## config.mk

```make
export PLATFORM = sky130hd
export DESIGN_NAME = path_query_driver_flat
export DESIGN_NICKNAME = d
export VERILOG_FILES = /design/src/rtl/path_pkg.sv /design/src/rtl/path_query_driver_if.sv /design/src/rtl/path_node_buf.sv /design/src/rtl/path_query_driver.sv /design/src/flat_wrapper.sv
export SDC_FILE = /design/constraint.sdc
export NUM_CORES = 1
export LEC_CHECK = 0
export ABC_AREA = 1
export ABC_CLOCK_PERIOD_IN_PS = 29700
export CAP_MARGIN = 20
export CORE_MARGIN = 3
export CORE_UTILIZATION = 30
export CTS_CLUSTER_DIAMETER = 120
export DETAILED_ROUTE_END_ITERATION = 7
export PLACE_DENSITY = 0.47
export SLEW_MARGIN = 40
export SYNTH_ARGS = -nofsm -noshare
export SYNTH_HDL_FRONTEND = slang
export SYNTH_SLANG_ARGS = --single-unit
```

## constraint.sdc

```tcl
create_clock -name system1000 -period 29.7 [get_ports system1000]
set_clock_uncertainty 0.15 [all_clocks]
set_input_delay 4.455 -clock system1000 [delete_from_list [all_inputs] [get_ports system1000]]
set_output_delay 4.455 -clock system1000 [all_outputs]
set_load 0.02 [all_outputs]
```

## src/rtl/path_pkg.sv

```systemverilog
// Shared types and constants for the path query driver and its node buffer.
package path_pkg;

    localparam int unsigned NODE_W = 16;
    localparam logic [NODE_W-1:0] COST_INF = 16'hFFFE;

    localparam logic [1:0] ST_OK       = 2'd0;
    localparam logic [1:0] ST_NOPATH   = 2'd1;
    localparam logic [1:0] ST_OVERFLOW = 2'd2;
    localparam logic [1:0] ST_TIMEOUT  = 2'd3;

    typedef enum logic [2:0] {
        StIdle,
        StIssue,
        StCollect,
        StDrain,
        StDone
    } drv_state_e;

endpackage

```

## src/rtl/path_query_driver_if.sv

```systemverilog
// Host, engine and status signals of the path query driver, grouped as one bus.
interface path_query_driver_if;

    logic                        cmd_valid;
    logic                        cmd_ready;
    logic [path_pkg::NODE_W-1:0] cmd_start;
    logic [path_pkg::NODE_W-1:0] cmd_goal;

    logic                        req_valid;
    logic                        req_ready;
    logic [path_pkg::NODE_W-1:0] req_start;
    logic [path_pkg::NODE_W-1:0] req_goal;

    logic                        rsp_valid;
    logic [path_pkg::NODE_W-1:0] rsp_node;
    logic                        rsp_last;
    logic                        rsp_fail;
    logic [path_pkg::NODE_W-1:0] rsp_cost;

    logic                        out_valid;
    logic                        out_ready;
    logic [path_pkg::NODE_W-1:0] out_node;
    logic                        out_last;

    logic                        status_valid;
    logic [1:0]                  status_code;
    logic [path_pkg::NODE_W-1:0] status_cost;

    modport slave (
        input  cmd_valid, cmd_start, cmd_goal, req_ready,
        input  rsp_valid, rsp_node, rsp_last, rsp_fail, rsp_cost, out_ready,
        output cmd_ready, req_valid, req_start, req_goal,
        output out_valid, out_node, out_last, status_valid, status_code, status_cost
    );

    modport master (
        output cmd_valid, cmd_start, cmd_goal, req_ready,
        output rsp_valid, rsp_node, rsp_last, rsp_fail, rsp_cost, out_ready,
        input  cmd_ready, req_valid, req_start, req_goal,
        input  out_valid, out_node, out_last, status_valid, status_code, status_cost
    );

endinterface

```

## src/rtl/path_node_buf.sv

```systemverilog
// Path node buffer: DEPTH x NODE_W register file, one write port, one read port
// served straight from the registered array at the registered read pointer.
module path_node_buf import path_pkg::*; #(
    parameter int unsigned DEPTH = 16,
    parameter int unsigned PTR_W = $clog2(DEPTH)
) (
    input  logic              system1000,
    input  logic              system1000_rst,
    input  logic              flush,
    input  logic              wr_en,
    input  logic [NODE_W-1:0] wr_data,
    input  logic              rd_en,
    output logic [NODE_W-1:0] rd_data,
    output logic [PTR_W:0]    count,
    output logic              full,
    output logic              empty
);

    logic [NODE_W-1:0] mem_q [DEPTH];
    logic [PTR_W-1:0]  wr_ptr_q, rd_ptr_q;
    logic [PTR_W:0]    count_q;
    logic              wr_ok, rd_ok;

    assign full    = (count_q == (PTR_W+1)'(DEPTH));
    assign empty   = (count_q == '0);
    assign wr_ok   = wr_en && !full;
    assign rd_ok   = rd_en && !empty;
    assign rd_data = mem_q[rd_ptr_q];
    assign count   = count_q;

    always_ff @(posedge system1000 or posedge system1000_rst) begin
        if (system1000_rst) begin
            for (int i = 0; i < int'(DEPTH); i++) mem_q[i] <= '0;
        end else if (wr_ok && !flush) begin
            mem_q[wr_ptr_q] <= wr_data;
        end
    end

    always_ff @(posedge system1000 or posedge system1000_rst) begin
        if (system1000_rst) begin
            wr_ptr_q <= '0;
            rd_ptr_q <= '0;
            count_q  <= '0;
        end else if (flush) begin
            wr_ptr_q <= '0;
            rd_ptr_q <= '0;
            count_q  <= '0;
        end else begin
            if (wr_ok) wr_ptr_q <= wr_ptr_q + PTR_W'(1);
            if (rd_ok) rd_ptr_q <= rd_ptr_q + PTR_W'(1);
            case ({wr_ok, rd_ok})
                2'b10:   count_q <= count_q + (PTR_W+1)'(1);
                2'b01:   count_q <= count_q - (PTR_W+1)'(1);
                default: count_q <= count_q;
            endcase
        end
    end

endmodule

```

## src/rtl/path_query_driver.sv

```systemverilog
// Initiator-side driver for the A* path engine: takes one host query, requests a
// search, buffers the streamed path and replays it to the host, then reports status.
module path_query_driver import path_pkg::*; #(
    parameter int unsigned DEPTH = 16,
    parameter int unsigned TMO_W = 12
) (
    input logic                 system1000,
    input logic                 system1000_rst,
    path_query_driver_if.slave  bus
);

    localparam int unsigned PTR_W = $clog2(DEPTH);

    drv_state_e        state_q;
    logic              cmd_ready_q, req_valid_q, out_valid_q, out_last_q, status_valid_q;
    logic [NODE_W-1:0] req_start_q, req_goal_q, cost_q, status_cost_q;
    logic [1:0]        status_code_q;
    logic              ovf_q;
    logic [TMO_W-1:0]  tmo_q;

    logic              accept, same_node, beat;
    logic              buf_wr, buf_rd, buf_flush, buf_full, buf_empty;
    logic [NODE_W-1:0] buf_wr_data, buf_rd_data;
    logic [PTR_W:0]    buf_count;

    always_comb begin
        accept      = (state_q == StIdle) && bus.cmd_valid && cmd_ready_q;
        same_node   = (bus.cmd_start == bus.cmd_goal);
        beat        = (state_q == StCollect) && bus.rsp_valid;
        buf_wr      = (accept && same_node) || (beat && !bus.rsp_fail);
        buf_wr_data = (state_q == StCollect) ? bus.rsp_node : bus.cmd_goal;
        buf_rd      = (state_q == StDrain) && out_valid_q && bus.out_ready && !buf_empty;
        buf_flush   = (state_q == StDone);
    end

    path_node_buf #(
        .DEPTH (DEPTH),
        .PTR_W (PTR_W)
    ) u_buf (
        .system1000     (system1000),
        .system1000_rst (system1000_rst),
        .flush          (buf_flush),
        .wr_en          (buf_wr),
        .wr_data        (buf_wr_data),
        .rd_en          (buf_rd),
        .rd_data        (buf_rd_data),
        .count          (buf_count),
        .full           (buf_full),
        .empty          (buf_empty)
    );

    always_ff @(posedge system1000 or posedge system1000_rst) begin
        if (system1000_rst) begin
            state_q        <= StIdle;
            cmd_ready_q    <= 1'b0;
            req_valid_q    <= 1'b0;
            req_start_q    <= '0;
            req_goal_q     <= '0;
            out_valid_q    <= 1'b0;
            out_last_q     <= 1'b0;
            status_valid_q <= 1'b0;
            status_code_q  <= ST_OK;
            status_cost_q  <= COST_INF;
            cost_q         <= '0;
            ovf_q          <= 1'b0;
            tmo_q          <= '0;
        end else begin
            case (state_q)
                StIdle: begin
                    if (accept) begin
                        cmd_ready_q <= 1'b0;
                        req_start_q <= bus.cmd_start;
                        req_goal_q  <= bus.cmd_goal;
                        ovf_q       <= 1'b0;
                        if (same_node) begin
                            // Trivial path: goal already sits in the buffer, no engine request.
                            cost_q      <= '0;
                            out_valid_q <= 1'b1;
                            out_last_q  <= 1'b1;
                            state_q     <= StDrain;
                        end else begin
                            req_valid_q <= 1'b1;
                            state_q     <= StIssue;
                        end
                    end else begin
                        cmd_ready_q <= 1'b1;
                    end
                end
                StIssue: begin
                    if (bus.req_ready) begin
                        req_valid_q <= 1'b0;
                        tmo_q       <= '0;
                        state_q     <= StCollect;
                    end
                end
                StCollect: begin
                    if (bus.rsp_valid) begin
                        tmo_q <= '0;
                        if (bus.rsp_fail) begin
                            status_valid_q <= 1'b1;
                            status_code_q  <= ST_NOPATH;
                            status_cost_q  <= COST_INF;
                            state_q        <= StDone;
                        end else if (bus.rsp_last) begin
                            if (ovf_q || buf_full) begin
                                status_valid_q <= 1'b1;
                                status_code_q  <= ST_OVERFLOW;
                                status_cost_q  <= COST_INF;
                                state_q        <= StDone;
                            end else begin
                                cost_q      <= bus.rsp_cost;
                                out_valid_q <= 1'b1;
                                out_last_q  <= (buf_count == '0);
                                state_q     <= StDrain;
                            end
                        end else if (buf_full) begin
                            ovf_q <= 1'b1;
                        end
                    end else if (tmo_q == '1) begin
                        status_valid_q <= 1'b1;
                        status_code_q  <= ST_TIMEOUT;
                        status_cost_q  <= COST_INF;
                        state_q        <= StDone;
                    end else begin
                        tmo_q <= tmo_q + TMO_W'(1);
                    end
                end
                StDrain: begin
                    if (out_valid_q && bus.out_ready) begin
                        if (out_last_q) begin
                            out_valid_q    <= 1'b0;
                            out_last_q     <= 1'b0;
                            status_valid_q <= 1'b1;
                            status_code_q  <= ST_OK;
                            status_cost_q  <= cost_q;
                            state_q        <= StDone;
                        end else begin
                            out_last_q <= (buf_count == (PTR_W+1)'(2));
                        end
                    end
                end
                StDone: begin
                    status_valid_q <= 1'b0;
                    cmd_ready_q    <= 1'b1;
                    state_q        <= StIdle;
                end
                default: state_q <= StIdle;
            endcase
        end
    end

    assign bus.cmd_ready    = cmd_ready_q;
    assign bus.req_valid    = req_valid_q;
    assign bus.req_start    = req_start_q;
    assign bus.req_goal     = req_goal_q;
    assign bus.out_valid    = out_valid_q;
    assign bus.out_node     = buf_rd_data;
    assign bus.out_last     = out_last_q;
    assign bus.status_valid = status_valid_q;
    assign bus.status_code  = status_code_q;
    assign bus.status_cost  = status_cost_q;

endmodule

```

## src/flat_wrapper.sv

```systemverilog
// flat-port wrapper written by rule: the top's interface ports become plain ports
module path_query_driver_flat import path_pkg::*;
#(
    parameter int unsigned DEPTH = 16,
    parameter int unsigned TMO_W = 12
)
  (system1000, system1000_rst, bus_cmd_valid, bus_cmd_start, bus_cmd_goal, bus_req_ready, bus_rsp_valid, bus_rsp_node, bus_rsp_last, bus_rsp_fail, bus_rsp_cost, bus_out_ready, bus_cmd_ready, bus_req_valid, bus_req_start, bus_req_goal, bus_out_valid, bus_out_node, bus_out_last, bus_status_valid, bus_status_code, bus_status_cost);
  path_query_driver_if bus_i ();
  input logic system1000;
  input logic system1000_rst;
  input wire logic [$bits(bus_i.cmd_valid)-1:0] bus_cmd_valid;
  input wire logic [$bits(bus_i.cmd_start)-1:0] bus_cmd_start;
  input wire logic [$bits(bus_i.cmd_goal)-1:0] bus_cmd_goal;
  input wire logic [$bits(bus_i.req_ready)-1:0] bus_req_ready;
  input wire logic [$bits(bus_i.rsp_valid)-1:0] bus_rsp_valid;
  input wire logic [$bits(bus_i.rsp_node)-1:0] bus_rsp_node;
  input wire logic [$bits(bus_i.rsp_last)-1:0] bus_rsp_last;
  input wire logic [$bits(bus_i.rsp_fail)-1:0] bus_rsp_fail;
  input wire logic [$bits(bus_i.rsp_cost)-1:0] bus_rsp_cost;
  input wire logic [$bits(bus_i.out_ready)-1:0] bus_out_ready;
  output wire logic [$bits(bus_i.cmd_ready)-1:0] bus_cmd_ready;
  output wire logic [$bits(bus_i.req_valid)-1:0] bus_req_valid;
  output wire logic [$bits(bus_i.req_start)-1:0] bus_req_start;
  output wire logic [$bits(bus_i.req_goal)-1:0] bus_req_goal;
  output wire logic [$bits(bus_i.out_valid)-1:0] bus_out_valid;
  output wire logic [$bits(bus_i.out_node)-1:0] bus_out_node;
  output wire logic [$bits(bus_i.out_last)-1:0] bus_out_last;
  output wire logic [$bits(bus_i.status_valid)-1:0] bus_status_valid;
  output wire logic [$bits(bus_i.status_code)-1:0] bus_status_code;
  output wire logic [$bits(bus_i.status_cost)-1:0] bus_status_cost;
  assign bus_i.cmd_valid = bus_cmd_valid;
  assign bus_i.cmd_start = bus_cmd_start;
  assign bus_i.cmd_goal = bus_cmd_goal;
  assign bus_i.req_ready = bus_req_ready;
  assign bus_i.rsp_valid = bus_rsp_valid;
  assign bus_i.rsp_node = bus_rsp_node;
  assign bus_i.rsp_last = bus_rsp_last;
  assign bus_i.rsp_fail = bus_rsp_fail;
  assign bus_i.rsp_cost = bus_rsp_cost;
  assign bus_i.out_ready = bus_out_ready;
  assign bus_cmd_ready = bus_i.cmd_ready;
  assign bus_req_valid = bus_i.req_valid;
  assign bus_req_start = bus_i.req_start;
  assign bus_req_goal = bus_i.req_goal;
  assign bus_out_valid = bus_i.out_valid;
  assign bus_out_node = bus_i.out_node;
  assign bus_out_last = bus_i.out_last;
  assign bus_status_valid = bus_i.status_valid;
  assign bus_status_code = bus_i.status_code;
  assign bus_status_cost = bus_i.status_cost;
  path_query_driver #(.DEPTH(DEPTH), .TMO_W(TMO_W)) u_core (.system1000(system1000), .system1000_rst(system1000_rst), .bus(bus_i));
endmodule
```

Word-level counts from Yosys, hierarchy flattened
Index checks and enable logic that the tools add are counted.
{"block": "word_totals", "reg_bits": 356, "input_bits": 72, "wordCells": 196}
{"block": "op_classes", "addsub": 5, "magnitude_cmp": 3, "n_eq_ne": 26, "muxes": 87, "bitwise": 2, "n_reduce_logical": 41}
{"op": "$mux W16", "n": 17}
{"op": "$bwmux W256", "n": 1}
{"op": "$bmux W16 S4", "n": 1}
{"op": "$demux W16 S4", "n": 1}
{"op": "$pmux W16 S2", "n": 2}
{"op": "$mux W12", "n": 3}
{"op": "$mux W1", "n": 30}
{"op": "$mux W3", "n": 9}
{"op": "$pmux W12 S2", "n": 1}
{"op": "$reduce_and A6 Y1", "n": 4}
{"op": "$eq A16 B16 Y1", "n": 1}
{"op": "$mux W2", "n": 8}
{"op": "$mux W4", "n": 4}
{"op": "$ne A2 B2 Y1 const B", "n": 8}
{"op": "$reduce_bool A2 Y1", "n": 7}
{"op": "$logic_and A1 B1 Y1", "n": 13}
{"op": "$add A12 B1 Y12 const B", "n": 1}
{"op": "$eq A12 B12 Y1 const B", "n": 1}
{"op": "$pmux W3 S4", "n": 1}
{"op": "$ge A5 B5 Y1 const B", "n": 2}
{"op": "$not A4 Y5", "n": 2}
{"op": "$pmux W5 S2", "n": 1}
{"op": "$pmux W1 S3", "n": 3}
{"op": "$reduce_and A9 Y1", "n": 1}
{"op": "27 further kinds", "n": 42}

Logic depth before layout (Yosys ltp)
Gate-level depths: netlist of the first run.
{"block": "depth", "depth_word": 9, "mapped_depth": 19}

By module
A second synthesis of the first run with hierarchy kept.
{"block": "hier_totals", "hier_cells": 2078, "hier_area_um2": 17028.8}
{"mod": "path_node_buf", "n_inst": 1, "cells_each": 1507, "area_per_inst_um2": 12639.6, "seq_area_each_um2": 6731.5}
{"mod": "path_query_driver", "n_inst": 1, "cells_each": 571, "area_per_inst_um2": 4389.2, "seq_area_each_um2": 2195.9}

Worst setup path after synthesis of the first run
Ideal clock, no wire load.
{"block": "synth_path", "path_kind": "input port to flip-flop", "start": "input bus_rsp_valid", "end": "register u_core.u_buf.count_q[4] (netlist: u_core.u_buf.count[4])", "setup_time_ns": 0.125, "arrival_ns": 6.566, "slack_ns": 22.859, "stages": 16, "path_buffers": 3, "cell_sequence": "buf_4 inv_1 nor2_1 inv_1 nor2_2 inv_2 nand2_4 buf_6 buf_6 nand2_1 ha_1 inv_1 fa_1 o21ai_0 xor2_1 o22ai_1"}
{"block": "synth_between", "elab_chain_cells": 7, "word_cells_on_any_way": 9, "cone_classes": "eq/ne (2); mux (2); reduce/logical (5)"}
{"item": "start, declared", "line": "flat_wrapper.sv:15", "rtl": "input wire logic [$bits(bus_i.rsp_valid)-1:0] bus_rsp_valid;"}
{"item": "$logic_and A1 B1 Y1 (*)", "line": "path_query_driver.sv:29", "rtl": "beat = (state_q == StCollect) && bus.rsp_valid;"}
{"item": "$logic_and A1 B1 Y1 (*)", "line": "path_query_driver.sv:30", "rtl": "buf_wr = (accept && same_node) || (beat && !bus.rsp_fail);"}
{"item": "$logic_or A1 B1 Y1 (*)", "line": "path_query_driver.sv:30"}
{"item": "$logic_and A1 B1 Y1 (*)", "line": "path_node_buf.sv:26", "rtl": "assign wr_ok = wr_en && !full;"}
{"item": "$eq A2 B1 Y1 / $eq A2 B2 Y1 (equally long branches)", "line": "path_node_buf.sv:51", "rtl": "case ({wr_ok, rd_ok})"}
{"item": "$pmux W5 S2", "line": "path_node_buf.sv:51"}
{"item": "$mux W5", "line": "path_node_buf.sv:44", "rtl": "end else if (flush) begin"}
{"item": "end signal, assigned", "line": "path_node_buf.sv:52", "rtl": "2'b10: count_q <= count_q + (PTR_W+1)'(1);"}
{"item": "end signal, assigned", "line": "path_node_buf.sv:53", "rtl": "2'b01: count_q <= count_q - (PTR_W+1)'(1);"}
{"item": "end signal, assigned", "line": "path_node_buf.sv:54", "rtl": "default: count_q <= count_q;"}
{"item": "end, declared", "line": "path_node_buf.sv:21", "rtl": "logic [PTR_W:0] count_q;"}
Mark *: on every way between the ends. The rest lies on a longest branch, timed or not.
A chain may end at the register's enable or synchronous reset.

Worst setup path after layout of the first run
{"block": "layout_path", "start": "register u_core.u_buf.rd_ptr_q[0]", "end": "output bus_out_node[7]"}
{"block": "layout_between", "elab_chain_cells": 4}
{"item": "start, declared", "line": "path_node_buf.sv:20", "rtl": "logic [PTR_W-1:0] wr_ptr_q, rd_ptr_q;"}
{"item": "start signal, assigned", "line": "path_node_buf.sv:50", "rtl": "if (rd_ok) rd_ptr_q <= rd_ptr_q + PTR_W'(1);"}
{"item": "$not A4 Y5 (not written as such)", "line": "path_node_buf.sv:28", "rtl": "assign rd_data = mem_q[rd_ptr_q];"}
{"item": "$bmux W16 S4", "line": "path_node_buf.sv:28"}
{"item": "$mux W16 (not written as such) (2 in series)", "line": "path_node_buf.sv:28"}
{"item": "end, declared", "line": "flat_wrapper.sv:26", "rtl": "output wire logic [$bits(bus_i.out_node)-1:0] bus_out_node;"}
Every way passes these cells. The select of a mux whose other input is x is not followed.

==> results of run 1 <==
-- power by group through the flow --
stage / clock (W) / combinational (W) / sequential [W]
final: 0.000545 / 0.000694 / 0.000636
after global routing: 0.000581 / 0.000758 / 0.000648
after CTS: 0.000560 / 0.000703 / 0.000636
after detailed placement: 0 / 0.000702 / 0.000643
after global placement: 0 / 0.000690 / 0.000642
after floorplan: 0 / 0.000375 / 0.000665
-- synth_stat cells, types with 2 or more instances --
library cell	count	area share, %
nand3_2	2	0.11
nor3_1	6	0.16
nand4_1	266	9.1
buf_6	10	0.62
nand3_1	51	1.4
o221ai_1	45	2.2
o32ai_1	19	0.91
buf_4	27	1.1
o21ai_0	132	3.6
xor2_1	8	0.38
o211ai_1	19	0.78
inv_1	70	1.4
or2_2	4	0.14
nor3_2	3	0.16
nor2_2	6	0.21
inv_2	11	0.23
dfstp_2	15	2.2
mux2i_1	45	2.5
dfrtp_1	341	47
clkinv_1	2	0.041
o21ai_1	26	0.71
ha_1	10	0.69
buf_1	14	0.29
o21ai_2	13	0.62
buf_2	51	1.4
a21oi_1	6	0.16
nor2_1	158	3.3
nand2_2	2	0.069
o22ai_1	2	0.069
nand3_4	10	0.96
clkbuf_1	77	1.6
nand2_1	748	15
-- sequential cells by signal, summed over array words and instances, names as in the netlist --
register / cells
u_core.bus.cmd_ready: 1
u_core.cost_q: 16
u_core.u_buf.mem_q: 256
u_core.tmo_q: 12
u_core.bus.status_valid: 1
u_core.u_buf.count: 5
u_core.bus.out_last: 1
u_core.state_q: 3
u_core.u_buf.rd_ptr_q: 4
u_core.bus.req_goal: 16
u_core.bus.req_start: 16
u_core.u_buf.wr_ptr_q: 4
u_core.bus.out_valid: 1
u_core.bus.req_valid: 1
u_core.bus.status_cost: 16
u_core.ovf_q: 1
u_core.bus.status_code: 2
-- cell families (layout without fill, tap and decap cells) --
group | count (synthesis) | count (layout) | share of synthesized area (%)
multiplexers | 45 | 45 | 2.470
AO/OA/AOI/OAI | 268 | 268 | 9.303
AND/OR/NAND/NOR | 1260 | 1260 | 31.26
XOR/XNOR | 9 | 9 | 0.4322
flip-flops | 356 | 356 | 48.95
adder cells (fa/ha/maj) | 11 | 11 | 0.7958
buffers and inverters | 263 | 351 | 6.792
-- per-layer routing --
layer / GRT usage, % / vias to the layer above / wire [um]
li1: - / 7681 / -
met1: 28.16 / 7946 / 29180
met2: 30.92 / 436 / 28480
met3: 3.211 / 76 / 3310
met4: 4.796 / 0 / 1368
met5: 0 / - / 0
-- layout make-up --
class,instances,area share (%)
well taps,773,4.467
multi-input cells,1593,37.55
repair buffers,191,8.599
flip-flops and latches,356,41.27
inverters,83,1.503
clock inverters,11,0.7166
clock buffers,66,5.889
-- stage by stage --
step           power [W]  setup slack (ns)  hold WS [ns]  utilization (%)
3_3_place_gp    0.001332             21.47        0.2980            33.74
2_1_floorplan   0.001040             15.24        0.2866                -
3_5_place_dp    0.001345             21.42        0.3035            33.94
6_report        0.001875             20.90        0.3120            36.34
5_1_grt         0.001987             20.71        0.3337            36.34
4_1_cts         0.001899             20.90        0.3173            36.34
-- worst max-delay path, cell delays in order (launching register included) --
cell	delay [ns]
dfrtp_4	0.82
buf_4	0.61
buf_4	0.64
nor2_1	0.12
o32ai_1	0.45
o211ai_1	0.17
nand2_1	0.15
clkdlybuf4s50_1	0.62
-- worst paths after layout --
path / start / to / cells after the start
setup / recovery: u_core.u_buf.rd_ptr_q[0]$_DFFE_PP0P_ / bus_out_node[7] / 7
hold / removal: u_core.u_buf.mem_q[222]$_DFFE_PP0P_ / u_core.u_buf.mem_q[222]$_DFFE_PP0P_ / 2
setup reg to reg: u_core.u_buf.count[0]$_DFFE_PP0P_ / u_core.u_buf.mem_q[177]$_DFFE_PP0P_ / 7
hold reg to reg: u_core.u_buf.mem_q[222]$_DFFE_PP0P_ / u_core.u_buf.mem_q[222]$_DFFE_PP0P_ / 2
max in group asynchronous: system1000_rst / u_core.u_buf.rd_ptr_q[0]$_DFFE_PP0P_ / 6
min in group asynchronous: system1000_rst / u_core.bus.req_goal[12]$_DFFE_PP0P_ / 2
==> impl_metrics.ini, run 1 <==
[run_status]
status = finished clean

[clock_tree]
root_buffer = clkbuf_16
cts.sinks = 356
cts_resized = 0
cts_buffer_depth = 3
cts_tree = done
cts_buffers = 44
cts_hold_buf = 0
cts_setup_buffers = 0
h-tree-depth = 2
clk_latency_ns = 0.56
clkTransAtPathRegs_ns = 0.06

[global_routing]
antenna_found_initial = 0
grt_pass1_wl_mm = 98.36
grt_max_degree = 164
overflow = 0
grt_use_total_pct = 19.62
first_global_vias = 15920

[routing]
ant_nets = 0
vias = 16140
wl_per_cell_um = 20.28
drcViolationCount = 0
routed_via_density = 5.252
dr.pass1.iters = 5
wl_mm = 62.33
drt_iter0_drc = 1315

[floorplanning]
die_x_um = 252.6
die_area_um2 = 63790
die_h_um = 252.6
initial_utilization_pct = 30.61
coreArea_um2 = 59580
row_count = 89
io_pins = 143

[pwr]
max-vdd-ir-drop_uv = 57.73
p_switching_w = 0.0007436
p_leak_nw = 10.43
combPwrFrac_pct = 37.0
power.density_nw_per_um2 = 86.62
cellInternalPower_w = 0.001132
seqPwrFrac_pct = 33.9
p_clk_share_pct = 29.1
netSwitchingFraction_pct = 39.65

[cells_and_area]
finalNetCount = 2352
stdcell_count = 3073
multi_input_comb_area_um2 = 8130
diodes = 0
drive_gt1_share_pct = 8.348
area_growth_pct = 18.72
nFillCells = 6097
final_common_cell = nand2_1
final_area_um2 = 21650
final_cell_mix = nand2_1 (748), dfrtp_1 (338), nand4_1 (266)
regArea_um2 = 8936

[timing]
slew_violations = 0
period_share_pct = 29.65
setup_viol = 0
fin_crit_ns = 8.805
fmax_ghz = 0.1136
hold_viol_final = 0
tns_ns = 0
slew_headroom_pct = 41.46
tightest_slew_ns = 0.8782
rsz0062_at_grt = no

[placed_design]
port_buffers = 142
place.gp.congestion = 0.8201
placed_area_um2 = 20220
dp_hpwl_mm = 37.82
dp.cells = 2996

[logic_synthesis]
synth_nets = 2295
mappedNetlistArea_um2 = 18240
ys_seq_elements = 356
avgSynthCellArea_um2 = 8.245
synth_cell_type_count = 45
yosysWarnings = 0
ys.flop_type = dfrtp_1
async_flop_share_pct = 100.0
synthesis.instances = 2212
synth-seq-area-share_pct = 48.95
synth_edf_count = 0

[critical_path]
crit_required_ns = 25.10
ff2ff_setup_slack_ns = 25.79
worst-setup-path-type = flop to output pin
cp-start-kind = flop
crit_fanout = 47
crit_path_end_kind = output pin
cp.arrival_ns = 4.20

[worst_hold_path]
hold_class = flop to flop

[flow_run]
drv_cap = 0
(Power assumes the default switching activity.)
==> run 2, diff against run 1 <==
--- a/config.mk
+++ b/config.mk
@@ -6,13 +6,13 @@
 export NUM_CORES = 1
 export LEC_CHECK = 0
 export ABC_AREA = 1
-export ABC_CLOCK_PERIOD_IN_PS = 29700
+export ABC_CLOCK_PERIOD_IN_PS = 8000
 export CAP_MARGIN = 20
 export CORE_MARGIN = 3
 export CORE_UTILIZATION = 30
 export CTS_CLUSTER_DIAMETER = 120
 export DETAILED_ROUTE_END_ITERATION = 7
-export PLACE_DENSITY = 0.47
+export PLACE_DENSITY = 0.48
 export SLEW_MARGIN = 40
 export SYNTH_ARGS = -nofsm -noshare
 export SYNTH_HDL_FRONTEND = slang
==> constraint.sdc (replaced) <==
create_clock -name system1000 -period 8 [get_ports system1000]
set_clock_uncertainty 0.15 [all_clocks]
set_input_delay 1.2 -clock system1000 [delete_from_list [all_inputs] [get_ports system1000]]
set_output_delay 1.2 -clock system1000 [all_outputs]
set_load 0.02 [all_outputs]
==> run 2 against run 1 <==
Routed wire length decreased by 0.12%; worst hold slack improved by 0.0034 ns; power increased to 3.7 times the previous value; critical path depth decreased by 1; final cell count decreased by 0.13%; sequential cell count unchanged; clock-buffer cell count increased by 1; final area increased by 0.28%; core utilization increased by 0.10 points; combinational power increased to 3.6 times the previous value; critical path type unchanged; largest cell class unchanged.
==> impl_metrics.ini, run 2 (same netlist as run 1, synthesis figures left out) <==
[timing]
slew_headroom_pct = 41.87
hold_viol_final = 0
fin_crit_ns = 5.151
setup_viol = 0
setup_slack_ns = 2.849
slew_violations = 0
period_share_pct = 64.39
rsz0062_at_grt = no
fmax_ghz = 0.1941
tns_ns = 0
tightest_slew_ns = 0.8695

[flow_run]
drv_cap = 0

[pwr]
seqPwrFrac_pct = 34.4
p_leak_nw = 10.44
max-vdd-ir-drop_uv = 176.5
combPwrFrac_pct = 36.1
p_switching_w = 0.002746
power.density_nw_per_um2 = 320.2
netSwitchingFraction_pct = 39.49
p_clk_share_pct = 29.4
finalPower_w = 0.006953
cellInternalPower_w = 0.004207

[clock_tree]
cts_hold_buf = 0
root_buffer = clkbuf_16
cts.sinks = 356
clkTransAtPathRegs_ns = 0.06
h-tree-depth = 2
cts_buffer_depth = 3
cts_setup_buffers = 0
clk_latency_ns = 0.56
cts_tree = done
cts_resized = 0
cts_buffers = 44

[cells_and_area]
area_growth_pct = 19.05
top_register = u_core.u_buf.mem_q
final_cell_mix = nand2_1 (748), dfrtp_1 (337), nand4_1 (266)
diodes = 0
largest_register_ffs = 256
finalNetCount = 2349
nFillCells = 6143
drive_gt1_share_pct = 8.449
fin_util_pct = 36.44
final_common_cell = nand2_1
regArea_um2 = 8937
multi_input_comb_area_um2 = 8133

[global_routing]
grt_max_degree = 146
grt_pass1_wl_mm = 97.92
grt_use_total_pct = 19.47
first_global_vias = 15820
antenna_found_initial = 0
overflow = 0

[routing]
vias = 16200
highest_layer = met4
drt_iter0_drc = 1629
dr.pass1.iters = 5
met2RoutedLength_mm = 27.97
wl_met1_mm = 28.82
routed_via_density = 5.280
wl_per_cell_um = 20.29
ant_nets = 0
wl_mm = 62.26
drcViolationCount = 0
dr_wl_met3_mm = 4.017

[placed_design]
place.gp.congestion = 0.8044
dp_hpwl_mm = 37.01
post-place-ws_ns = 3.182
port_buffers = 142

[floorplanning]
io_pins = 143
row_count = 89
die_x_um = 252.6
die_area_um2 = 63790
initial_utilization_pct = 30.61
die_h_um = 252.6
coreArea_um2 = 59580

[critical_path]
crit_buf_inv = 2
cp.arrival_ns = 3.80
worst-setup-path-type = flop to output pin
crit_fanout = 79
cp-start-kind = flop
slowest_stage = dfrtp_4
crit_path_end_kind = output pin
cpLargestDelayFamily = buffers and inverters
path_cells = buf_6 -> nor2_1 -> o32ai_1 -> o211ai_1 -> nand2_1 -> clkdlybuf4s50_1
slowest_delay_ns = 0.94
crit_required_ns = 6.65

[worst_hold_path]
hold_class = flop to flop

[run_status]
status = finished clean
==> run 2: cell type report <==
type / instances / area share (%)
well taps: 773 / 4.455
clock inverters: 9 / 0.5532
clock buffers: 67 / 6.166
flip-flops and latches: 356 / 41.16
multi-input cells: 1593 / 37.46
repair buffers: 188 / 8.754
inverters: 83 / 1.452
==> run 2: worst register-to-register path, cell delays in order (launching register included) <==
cell and delay, ns:
dfrtp_1 0.33, clkinv_1 0.22, nand4_4 0.38, buf_4 0.59, buf_12 0.51, nand3_2 0.76, nand2_1 0.19, nand2_1 0.07
==> run 2: metrics by stage <==
step | cell area, um2 | cells | hold slack, ns
after floorplan | 18240 | 2212 | 0.2866
after global placement | 20090 | 2989 | 0.2973
after detailed placement | 20220 | 2992 | 0.3031
after CTS | 21670 | 3068 | 0.3173
after global routing | 21710 | 3069 | 0.3317
final | 21710 | 3069 | 0.3154
==> run 2: routing by layer <==
metal  global-route usage, %  up-vias
met3                   3.180       87
li1                        -     7684
met2                   30.35      485
met5                       0        -
met1                   28.01     7948
met4                   5.307        0
==> run 2: power groups by stage <==
| stage | Combinational (W) | Sequential (W) | Clock [W] |
|---|---|---|---|
| 2_1_floorplan | 0.00139 | 0.00247 | 0 |
| 3_3_place_gp | 0.00249 | 0.00242 | 0 |
| 3_5_place_dp | 0.00252 | 0.00242 | 0 |
| 4_1_cts | 0.00253 | 0.00239 | 0.00210 |
| 5_1_grt | 0.00273 | 0.00244 | 0.00218 |
| 6_report | 0.00251 | 0.00239 | 0.00205 |
==> run 2: worst paths after layout <==
| path | startpoint | to | slack (ns) | depth (start not counted) |
|---|---|---|---|---|
| worst max-delay path | u_core.u_buf.rd_ptr_q[0]$_DFFE_PP0P_ | bus_out_node[9] | 2.85 | 6 |
| worst min-delay path | u_core.u_buf.mem_q[209]$_DFFE_PP0P_ | u_core.u_buf.mem_q[209]$_DFFE_PP0P_ | 0.32 | 2 |
| worst max register to register | u_core.u_buf.count[0]$_DFFE_PP0P_ | u_core.u_buf.mem_q[194]$_DFFE_PP0P_ | 4.68 | 7 |
| worst min register to register | u_core.u_buf.mem_q[209]$_DFFE_PP0P_ | u_core.u_buf.mem_q[209]$_DFFE_PP0P_ | 0.32 | 2 |
| max in group asynchronous | system1000_rst | u_core.u_buf.rd_ptr_q[3]$_DFFE_PP0P_ | 5.43 | 5 |
| min in group asynchronous | system1000_rst | u_core.bus.req_goal[13]$_DFFE_PP0P_ | 0.84 | 2 |
